`config.mk`:
```
export PLATFORM = sky130hd
export DESIGN_NAME = mult_seq
export DESIGN_NICKNAME = d
export VERILOG_FILES = /design/src/rtl/mult_seq.sv
export SDC_FILE = /design/constraint.sdc
export NUM_CORES = 1
export LEC_CHECK = 0
export BUFFER_PORTS_ARGS = -buffer_cell sky130_fd_sc_hd__buf_2
export CAP_MARGIN = 20
export CORE_ASPECT_RATIO = 0.6
export CORE_MARGIN = 2
export CORE_UTILIZATION = 45
export CTS_BUF_LIST = sky130_fd_sc_hd__clkbuf_4 sky130_fd_sc_hd__clkbuf_8
export CTS_CLUSTER_DIAMETER = 100
export DETAILED_ROUTE_END_ITERATION = 7
export PLACE_DENSITY = 0.67
export REMOVE_ABC_BUFFERS = 1
export SLEW_MARGIN = 20
export SYNTH_ARGS = -nofsm -noshare
export SYNTH_HDL_FRONTEND = slang
export SYNTH_SLANG_ARGS = --single-unit
```
`constraint.sdc`:
```
create_clock -name clk -period 3.3 [get_ports clk]
set_clock_uncertainty 0.05 [all_clocks]
set_input_delay 0.165 -clock clk [delete_from_list [all_inputs] [get_ports clk]]
set_output_delay 0.165 -clock clk [all_outputs]
set_load 0.02 [all_outputs]
```
`src/rtl/mult_seq.sv`:
```
// Sequential shift-add multiplier, one multiplier bit per cycle, fixed WIDTH-cycle latency.
// Signed mode weights the multiplier MSB negatively, so the last iteration subtracts.
module mult_seq #(
  parameter int WIDTH = 5,
  parameter int CNT_W = $clog2(WIDTH+1)
) (
  input  logic               clk,
  input  logic               rst,
  input  logic [WIDTH-1:0]   in1,
  input  logic [WIDTH-1:0]   in2,
  input  logic               sgn,
  input  logic               in_valid,
  output logic               in_ready,
  output logic [2*WIDTH-1:0] out,
  output logic               out_valid,
  input  logic               out_ready,
  output logic               busy
);

  typedef enum logic [1:0] {IDLE = 2'd0, BUSY = 2'd1, DONE = 2'd2} state_t;

  state_t             r_state, w_next;
  logic [2*WIDTH-1:0] r_mcand, r_acc, r_out;
  logic [WIDTH-1:0]   r_mplier;
  logic               r_sgn;
  logic [CNT_W-1:0]   r_cnt;
  logic               w_accept, w_last;
  logic [2*WIDTH-1:0] w_ext1, w_acc_nxt;

  assign w_accept = (r_state == IDLE) && in_valid;
  assign w_last   = (r_cnt == CNT_W'(1));
  assign w_ext1   = sgn ? {{WIDTH{in1[WIDTH-1]}}, in1} : {{WIDTH{1'b0}}, in1};

  // Multiplicand is pre-extended to 2*WIDTH, so the add/sub wraps to the exact product.
  always_comb begin
    w_acc_nxt = r_acc;
    if (r_mplier[0])
      w_acc_nxt = (w_last && r_sgn) ? r_acc - r_mcand : r_acc + r_mcand;
  end

  always_ff @(posedge clk or posedge rst) begin
    if (rst) r_state <= IDLE;
    else     r_state <= w_next;
  end

  always_comb begin
    w_next = r_state;
    case (r_state)
      IDLE:    if (in_valid)  w_next = BUSY;
      BUSY:    if (w_last)    w_next = DONE;
      DONE:    if (out_ready) w_next = IDLE;
      default:                w_next = IDLE;
    endcase
  end

  always_comb begin
    in_ready  = (r_state == IDLE);
    out_valid = (r_state == DONE);
    busy      = (r_state != IDLE);
  end

  always_ff @(posedge clk or posedge rst) begin
    if (rst) begin
      r_mcand  <= '0;
      r_mplier <= '0;
      r_sgn    <= 1'b0;
      r_acc    <= '0;
      r_cnt    <= '0;
      r_out    <= '0;
    end else if (w_accept) begin
      r_mcand  <= w_ext1;
      r_mplier <= in2;
      r_sgn    <= sgn;
      r_acc    <= '0;
      r_cnt    <= CNT_W'(WIDTH);
    end else if (r_state == BUSY) begin
      r_acc    <= w_acc_nxt;
      r_mcand  <= {r_mcand[2*WIDTH-2:0], 1'b0};
      r_mplier <= {1'b0, r_mplier[WIDTH-1:1]};
      r_cnt    <= r_cnt - CNT_W'(1);
      if (w_last) r_out <= w_acc_nxt;
    end
  end

  assign out = r_out;

endmodule

```
==> impl_metrics.py <==
metrics = {
    "sta": {
        "min_period_ns": 3.15,
        "worst_pin_slew_ns": 0.876,
        "maxSlewViolCount": 0,
        "holdWs_ns": 0.0224,
        "rsz0062_at_grt": "false",
        "fmax_mhz": 318,
        "setup-violations-final": 0,
        "setup_tns_ns": 0,
        "hold_violations": 0,
        "max-slew-margin-rel": 0.414,
        "period_share": 0.954,
    },
    "cells_and_area": {
        "antennaDiodeCount": 0,
        "nets": 324,
        "fin_util": 0.547,
        "fin_cells": 363,
        "area_growth_pct": 16.5,
        "final_area_sq_um": 2780,
        "drive_above_1_share": 0.175,
    },
    "power_and_ir_drop": {
        "power_density_nw_per_um2": 1280,
        "ir_drop_v": 0.000453,
        "power_leakage_nw": 1.35,
    },
    "worst_setup_path": {
        "start_kind": "flop",
        "worstPathMaxFanout": 8,
        "rrSetupSlack_ns": 0.15,
        "worst-setup-path-type": "flop to flop",
        "timing.rr.start": "r_cnt[0]",
        "startpoint": "r_cnt[0]",
        "critPathCaptureType": "flop",
        "r2r-end": "out[9]",
        "worst_ep_required_time_ns": 3.45,
        "reg2regPathDepth": 14,
        "crit_arrival_ns": 3.30,
    },
    "yosys": {
        "synth_area_per_cell_sq_um": 9.00,
        "yosysTopAreaCellShare": 0.430,
        "syn_inst": 265,
        "synth.largest_area_cell": "dfrtp_1",
        "ys_ff_latch": 41,
        "synth_area_sq_um": 2380,
        "synth_area_leaders": "dfrtp_1 (43%), nand2_1 (9.0%), ha_1 (6.3%)",
        "ys_async_sr_fraction": 1.00,
        "yosysSeqAreaShare": 0.430,
        "synth-edff-count": 0,
        "ys_warn_count": 0,
        "ys.flop_type": "dfrtp_1",
        "ys_types": 42,
    },
    "clock_network": {
        "htree_levels": 2,
        "cts_tree": "built",
        "post_cts_buffers": 0,
        "clockBufferDepth": 2,
        "clkTransAtPathRegs_ns": 0.09,
        "root_buffer": "clkbuf_8",
        "cts_buffers": 5,
        "cts_sinks": 41,
        "insertion_delay_ns": 0.31,
    },
    "grt": {
        "grt_max_degree": 42,
        "track_usage": 0.194,
        "antenna_found_initial": 0,
        "grt_pass1_wl_um": 8830,
        "grt-ovfl-total": 0,
        "first_global_vias": 1769,
    },
    "min_path": {
        "hp-class": "primary input to flop",
        "min_to": "r_sgn",
        "whs_path_depth": 3,
        "hold_path.startpoint": "sgn",
    },
    "routing": {
        "dr.pass1.iters": 4,
        "vias_per_cell": 5.36,
        "wire_per_inst_um": 14.3,
        "ant_nets": 0,
        "drc": 0,
        "wl_um": 5170,
        "vias": 1944,
        "drtIter0Drc": 83,
    },
    "placement": {
        "portBuffers": 27,
        "dp_hpwl_um": 3590,
        "gp_congestion": 0.777,
        "dpl_cell_area_sq_um": 2590,
        "dp_cells": 351,
    },
    "floorplanning": {
        "ios": 28,
        "die_area_sq_um": 5920,
        "die_height_um": 60.4,
        "core_sq_um": 5080,
        "dieWidth_um": 98.0,
        "initial_core_util": 0.469,
        "rows": 20,
    },
    "status": {
        "outcome": "complete, no violations",
    },
    "job": {
        "maxCapViolations": 0,
    },
}
cell usage after synthesis, types with 2 or more instances:
| cell type | n |
|---|---|
| o21a_1 | 2 |
| nor3_1 | 5 |
| xnor2_1 | 14 |
| nor2_1 | 12 |
| clkbuf_1 | 10 |
| a31oi_1 | 9 |
| inv_1 | 12 |
| nand2b_1 | 2 |
| and2_1 | 3 |
| o21ai_0 | 15 |
| a21o_1 | 2 |
| mux2i_1 | 7 |
| dfrtp_1 | 41 |
| a22o_1 | 5 |
| and3_1 | 2 |
| nand2_1 | 57 |
| a22oi_1 | 8 |
| ha_1 | 12 |
| nand3_1 | 4 |
| o21ai_1 | 4 |
| nor3b_1 | 5 |
| a21oi_1 | 10 |
| nor2b_1 | 5 |
where the power goes:
group          internal (W)  switching (W)  leakage [nW]
Combinational      0.000946        0.00122         0.762
Sequential         0.000724       0.000177         0.519
Clock              0.000305       0.000197        0.0687
Total               0.00197        0.00159          1.35
registers in the layout (all words and copies together) (netlist names):
name / flops
out: 10
r_acc: 10
r_cnt: 3
r_mcand: 10
r_mplier: 5
r_sgn: 1
r_state: 2
timing repair:
item | CTS | global route
hold endpoints to repair | 44 | 0
gates resized for setup | 0 | 3
hold buffers | 4 | 0
endpoints found under the setup margin | 0 | 5
metal layers:
metal,vias up,global-route usage,share of wire
met4,0,0.0714,0.014
met2,38,0.268,0.37
met3,8,0.0426,0.038
met5,-,0,0
met1,924,0.298,0.57
li1,974,-,-
metrics by stage:
step	power, W	setup WS [ns]
2_1_floorplan	0.00256	0.176
5_1_grt	0.00389	0.00496
3_5_place_dp	0.00304	0.121
6_report	0.00357	0.153
4_1_cts	0.00357	0.0893
3_3_place_gp	0.00300	0.203
how the worst max path moves through the flow:
stage,cells past startpoint,to,slack (ns)
2_1_floorplan,14,r_acc[7],0.18
3_3_place_gp,14,r_acc[7],0.20
3_5_place_dp,14,out[9],0.12
4_1_cts,14,r_acc[7],0.09
5_1_grt,14,r_acc[7],0.005
6_report,14,out[9],0.15
cell type report:
cell class,instances,area [sq um]
clock inverter,3,68.8
fill,464,2300
timing repair buffer,37,220
multi-input combinational,199,1270
clock buffer,5,68.8
tap,66,82.6
sequential,41,1030
inverter,12,45.0
kinds of logic (layout without fill, tap and decap cells):
kind of cell / count (synthesis) / in the layout / synth area share
multiplexers: 8 / 8 / 0.0341
AND/OR/NAND/NOR: 101 / 101 / 0.197
adder cells (fa/ha/maj): 13 / 13 / 0.0714
buffers and inverters: 25 / 57 / 0.0425
flip-flops: 41 / 41 / 0.430
AO/OA/AOI/OAI: 62 / 62 / 0.170
XOR/XNOR: 15 / 15 / 0.0551
worst max-delay path, cell delays in order, from the launching register on:
cell and delay [ns]:
dfrtp_1 0.42, ha_1 0.21, nor2b_4 0.13, and2_4 0.15, buf_4 0.16, nor2_1 0.13
xnor2_1 0.15, ha_1 0.31, a21oi_1 0.18, nor2b_1 0.06, a311o_2 0.39, a31oi_2 0.19
xnor2_1 0.20, mux2i_1 0.23, nand2_1 0.06
cell usage in the layout (no fill, tap or decap), drive strengths merged, types with 4 or more instances in the layout:
cell         Yosys  final
nand3            4      4
a22oi            8      8
o21ai           19     19
and2             4      4
a31oi           10     10
dlygate4sd3      0      4
inv             12     13
nor3b            5      5
clkbuf          11      5
buf              2     33
dfrtp           41     41
nor2b            6      6
nor2            13     13
ha              12     12
xnor2           14     14
nand2           57     57
a21oi           11     11
a22o             5      5
mux2i            7      7
nor3             5      5
(Power assumes the default switching activity.)
